===== config.mk =====
export PLATFORM = sky130hd
export DESIGN_NAME = panda_fetch_ctrl
export DESIGN_NICKNAME = d
export VERILOG_FILES = /design/src/rtl/panda_fetch_ctrl.sv
export SDC_FILE = /design/constraint.sdc
export NUM_CORES = 1
export LEC_CHECK = 0
export CAP_MARGIN = 20
export CORE_MARGIN = 10
export CORE_UTILIZATION = 45
export DETAILED_ROUTE_END_ITERATION = 8
export PLACE_DENSITY_LB_ADDON = 0.12
export SETUP_SLACK_MARGIN = 0.05
export SYNTH_ARGS = -nofsm -noshare
export SYNTH_HDL_FRONTEND = slang
export SYNTH_SLANG_ARGS = --single-unit

===== constraint.sdc =====
create_clock -name clk_i -period 5.5 [get_ports clk_i]
set_input_delay 0.55 -clock clk_i [delete_from_list [all_inputs] [get_ports clk_i]]
set_output_delay 0.55 -clock clk_i [all_outputs]
set_load 0.01 [all_outputs]

===== src/rtl/panda_fetch_ctrl.sv =====
// Instruction-fetch sequencer: owns the fetch PC, issues one-outstanding imem requests
// and buffers returned words with their PCs for decode; redirects flush and drop stale data.
module panda_fetch_ctrl #(
    parameter int unsigned      Width   = 32,
    parameter logic [Width-1:0] ResetPc = 32'h0000_0000,
    parameter int unsigned      Depth   = 2
) (
    input  logic             clk_i,
    input  logic             rst_ni,
    input  logic             redirect_i,
    input  logic [Width-1:0] redirect_target_i,
    output logic             imem_req_o,
    output logic [Width-1:0] imem_addr_o,
    input  logic             imem_gnt_i,
    input  logic             imem_rvalid_i,
    input  logic [31:0]      imem_rdata_i,
    output logic             instr_valid_o,
    input  logic             instr_ready_i,
    output logic [31:0]      instr_o,
    output logic [Width-1:0] instr_pc_o
);
    localparam int unsigned     PtrW    = (Depth > 1) ? $clog2(Depth) : 1;
    localparam int unsigned     CntW    = $clog2(Depth + 1);
    localparam logic [CntW-1:0] DepthC  = CntW'(Depth);
    localparam logic [PtrW-1:0] LastPtr = PtrW'(Depth - 1);

    typedef enum logic [1:0] {
        IDLE = 2'd0,
        REQ  = 2'd1,
        WAIT = 2'd2
    } state_e;

    state_e           state_r, state_s;
    logic [Width-1:0] fetch_pc_r, fetch_pc_s;
    logic [Width-1:0] req_addr_r, req_addr_s;
    logic [Width-1:0] target_s, next_pc_s;
    logic             drop_r, drop_s;
    logic [CntW-1:0]  count_r, count_s;
    logic [PtrW-1:0]  rd_ptr_r, rd_ptr_s, wr_ptr_r, wr_ptr_s;
    logic [31:0]      data_mem_r [Depth];
    logic [Width-1:0] pc_mem_r [Depth];
    logic             push_s, pop_s;
    logic             unused_s;

    function automatic logic [PtrW-1:0] ptr_inc(input logic [PtrW-1:0] ptr);
        if (ptr == LastPtr) begin
            return {PtrW{1'b0}};
        end else begin
            return ptr + PtrW'(1'b1);
        end
    endfunction

    assign unused_s  = ^redirect_target_i[1:0];
    assign target_s  = {redirect_target_i[Width-1:2], 2'b00};
    assign next_pc_s = redirect_i ? target_s : fetch_pc_r;

    // FIFO bookkeeping: a redirect flushes and suppresses both push and pop
    always_comb begin
        push_s   = 1'b0;
        pop_s    = 1'b0;
        count_s  = count_r;
        rd_ptr_s = rd_ptr_r;
        wr_ptr_s = wr_ptr_r;
        if ((state_r == WAIT) && imem_rvalid_i && !drop_r && !redirect_i) begin
            push_s = 1'b1;
        end else begin
            push_s = 1'b0;
        end
        if ((count_r != {CntW{1'b0}}) && instr_ready_i && !redirect_i) begin
            pop_s = 1'b1;
        end else begin
            pop_s = 1'b0;
        end
        if (redirect_i) begin
            count_s  = {CntW{1'b0}};
            rd_ptr_s = {PtrW{1'b0}};
            wr_ptr_s = {PtrW{1'b0}};
        end else begin
            count_s  = count_r + CntW'(push_s) - CntW'(pop_s);
            rd_ptr_s = pop_s ? ptr_inc(rd_ptr_r) : rd_ptr_r;
            wr_ptr_s = push_s ? ptr_inc(wr_ptr_r) : wr_ptr_r;
        end
    end

    // Fetch FSM next-state, PC and drop-flag logic
    always_comb begin
        state_s    = state_r;
        fetch_pc_s = next_pc_s;
        req_addr_s = req_addr_r;
        drop_s     = drop_r;
        case (state_r)
            IDLE: begin
                if (redirect_i || (count_r < DepthC)) begin
                    state_s    = REQ;
                    req_addr_s = next_pc_s;
                end else begin
                    state_s = IDLE;
                end
            end
            REQ: begin
                drop_s = redirect_i ? 1'b1 : drop_r;
                if (imem_gnt_i) begin
                    state_s = WAIT;
                    // a grant for an already-stale request must not advance the new PC
                    if (!redirect_i && !drop_r) begin
                        fetch_pc_s = fetch_pc_r + Width'(32'd4);
                    end else begin
                        fetch_pc_s = next_pc_s;
                    end
                end else begin
                    state_s = REQ;
                end
            end
            WAIT: begin
                if (imem_rvalid_i) begin
                    drop_s = 1'b0;
                    if (count_s < DepthC) begin
                        state_s    = REQ;
                        req_addr_s = next_pc_s;
                    end else begin
                        state_s = IDLE;
                    end
                end else begin
                    drop_s  = redirect_i ? 1'b1 : drop_r;
                    state_s = WAIT;
                end
            end
            default: begin
                state_s = IDLE;
                drop_s  = 1'b0;
            end
        endcase
    end

    // Control state registers
    always_ff @(posedge clk_i or negedge rst_ni) begin
        if (!rst_ni) begin
            state_r    <= IDLE;
            fetch_pc_r <= ResetPc;
            req_addr_r <= ResetPc;
            drop_r     <= 1'b0;
            count_r    <= {CntW{1'b0}};
            rd_ptr_r   <= {PtrW{1'b0}};
            wr_ptr_r   <= {PtrW{1'b0}};
        end else begin
            state_r    <= state_s;
            fetch_pc_r <= fetch_pc_s;
            req_addr_r <= req_addr_s;
            drop_r     <= drop_s;
            count_r    <= count_s;
            rd_ptr_r   <= rd_ptr_s;
            wr_ptr_r   <= wr_ptr_s;
        end
    end

    // Buffer storage; contents are only meaningful while counted valid
    always_ff @(posedge clk_i) begin
        if (push_s) begin
            data_mem_r[wr_ptr_r] <= imem_rdata_i;
            pc_mem_r[wr_ptr_r]   <= req_addr_r;
        end
    end

    assign imem_req_o    = (state_r == REQ);
    assign imem_addr_o   = req_addr_r;
    assign instr_valid_o = (count_r != {CntW{1'b0}});
    assign instr_o       = data_mem_r[rd_ptr_r];
    assign instr_pc_o    = pc_mem_r[rd_ptr_r];

endmodule


==> flow_summary.yaml <==
synth:
  ys_types: 49
  synth_flop_cell: "edfxtp_1"
  netlist_area_mm2: 0.00838
  async_flop_share: 0.357
  ys_ff_latch: 199
  syn_inst: 609
  synth.avg_cell_area_um2: 13.8
  synth_edf_count: 128
  ys_warn_count: 0
  syn-num-nets: 686
  synth-seq-area-share: 0.670
power:
  p_leak_uw: 0.00385
  powerDensity_mw_per_mm2: 383
  ir_worst_vdd_mv: 0.284
critical_path:
  crit_chain: "buf_4 > mux2_2 > clkdlybuf4s50_1"
  r2r-end: "imem_addr_o[1]$_DFFE_PN0P_"
  startpoint_type: "flop"
  slowest_delay_ps: 850
  crit_path_start: "rd_ptr_r$_DFFE_PN0P_"
  crit_type: "reg -> out"
  r2r-start: "state_r[0]$_DFF_PN0_"
  reg2reg_depth: 12
  end_kind: "output port"
  cp.arrival_ps: 2810
  rrSetupSlack_ps: 2420
  cp.required_ps: 4950
  cp_max_fo: 36
  slowest_stage: "dfrtp_2"
timing:
  fin_crit_sh: 0.611
  slew_violations: 0
  slew_headroom: 0.329
  hold_viol: 0
  post-route-min-period_ps: 3360
  setup_violations: 0
  worst_slew_pin_slew_ps: 1000
  rsz0062_at_grt: "false"
  holdWs_ps: 269
  clock_skew_ps: 13.9
  max_freq_ghz: 0.298
  fin_tns_setup_ps: 0
outcome:
  outcome: "completed"
hold_path:
  hp-class: "in -> async"
die:
  die_h_um: 157
  num_rows: 49
  start_util: 0.462
  num_io_pins: 168
  core_mm2: 0.0181
  dieWidth_um: 157
  die_area_mm2: 0.0245
placement:
  place.gp.congestion: 0.847
  io_buffers: 165
  dp_hpwl_mm: 13.2
clock_tree:
  cts.sinks: 199
  clock_path_buffers: 2
  cts_setup_buffers: 0
  cts_tree: "done"
  path_clk_slew_ps: 70
  cts-resized-gates: 0
  cts_root_buffer: "clkbuf_16"
  numCtsBuffers: 17
  insertion_delay_ps: 430
  clock_tree.htree_level_count: 4
  cts_hold_buf: 0
layout:
  drive_gt1_frac: 0.151
  num_antenna_cells: 0
  regArea_mm2: 0.00562
  multi_input_area_mm2: 0.00257
  fill_cells: 1444
  layout_commonest_cell: "clkdlybuf4s50_1"
  fin_nets: 846
  syn2layout_area_growth_pct: 28.5
  final_cell_mix: "163 x clkdlybuf4s50_1, 128 x edfxtp_1, 70 x dfrtp_1"
grt:
  grt_overflow: 0
  antenna_found_initial: 0
  grt_pass1_vias: 5572
  grt.total_usage: 0.155
  grt_max_degree: 79
  grt_pass1_wl_mm: 29.9
drt:
  postRouteAntennaNets: 0
  drt_iter0_markers: 395
  post_drt_wl_per_cell_um: 19.0
  avgViaCountPerCell: 5.34
  wl_mm: 19.2
  drc: 0
  vias: 5397
  drtPass1Iterations: 4
run:
  cap_violations: 0
layout make-up:
type / count / area share
tap: 229 / 0.0266
sequential: 199 / 0.522
clock inverter: 12 / 0.00894
clock buffer: 20 / 0.0405
multi-input combinational: 366 / 0.238
inverter: 13 / 0.00453
timing repair buffer: 172 / 0.159
worst max-delay path by stage:
stage / endpoint / cells past startpoint
after floorplan: data_mem_r[0][0]$_DFFE_PP_ / 6
after global placement: imem_addr_o[1]$_DFFE_PN0P_ / 10
after detailed placement: imem_addr_o[1]$_DFFE_PN0P_ / 10
after CTS: instr_pc_o[13] / 3
after global routing: instr_pc_o[14] / 3
final: instr_pc_o[13] / 3
synth_stat cells (2+ instances only):
cell type | instances | area share
or4_1 | 14 | 0.013
xnor2_1 | 9 | 0.0094
o21ai_0 | 49 | 0.029
edfxtp_1 | 128 | 0.46
nand4_1 | 10 | 0.0075
and3_1 | 3 | 0.0022
or4b_2 | 2 | 0.0024
o31ai_1 | 7 | 0.0063
dfrtp_1 | 71 | 0.21
a31oi_1 | 9 | 0.0067
a21boi_0 | 14 | 0.013
mux2i_1 | 10 | 0.012
a21oi_1 | 10 | 0.0060
xor2_1 | 3 | 0.0031
nor4_1 | 3 | 0.0022
buf_6 | 3 | 0.0040
nor2_1 | 25 | 0.011
nand3b_1 | 2 | 0.0018
nand2_1 | 61 | 0.027
or4_4 | 3 | 0.0040
or2_2 | 2 | 0.0015
inv_1 | 12 | 0.0054
nor3_1 | 3 | 0.0018
nand2b_1 | 3 | 0.0022
mux2_2 | 67 | 0.090
o41ai_1 | 2 | 0.0021
nor2b_1 | 9 | 0.0067
and4_1 | 3 | 0.0031
clkbuf_1 | 24 | 0.011
or4b_1 | 2 | 0.0024
nand3_1 | 20 | 0.012
a311o_1 | 2 | 0.0024
ha_1 | 7 | 0.010
or3_1 | 2 | 0.0015
per-stage QoR:
stage          utilization  total power (uW)  instances  cell area (um2)  worst slack [ps]
3_3_place_gp         0.563              3010        978            10200              1750
3_5_place_dp         0.563              3050        978            10200              1650
4_1_cts              0.592              4190       1010            10700              2090
6_report             0.594              4130       1011            10800              2140
2_1_floorplan            -              2500        609             8380              1350
5_1_grt              0.594              4350       1011            10800              2010
sequential cells by signal, indices dropped and copies added, names as in the netlist:
register / flops
fetch_pc_r: 32
state_r: 2
wr_ptr_r: 1
imem_addr_o: 32
pc_mem_r: 64
count_r: 2
drop_r: 1
rd_ptr_r: 1
data_mem_r: 64
kinds of logic after synthesis:
logic type / synth area share
compound gates: 0.0701
xor+xnor: 0.0152
fa+ha+maj: 0.0104
buf+inv: 0.0243
flops: 0.670
mux: 0.102
simple gates: 0.108
layer usage:
metal | track usage | routed length [um] | vias up
met2 | 0.261 | 9760 | 134
met5 | 0 | 0 | -
met4 | 0.0431 | 66 | 0
met3 | 0.0362 | 922 | 6
met1 | 0.195 | 8460 | 2667
li1 | - | - | 2590
power by group:
group	switching [uW]	internal [uW]	leakage (uW)	total [uW]
logic	487	500	0.00159	988
clock network	546	586	0.000246	1130
registers	173	1840	0.00202	2010
worst max-delay path, delay by kind of cell, from the launching register on:
kind | cells | cell delay, ps
buffers and inverters | 2 | 1110
DFF | 1 | 850
muxes | 1 | 400
Power figures use the tool's default switching activity.
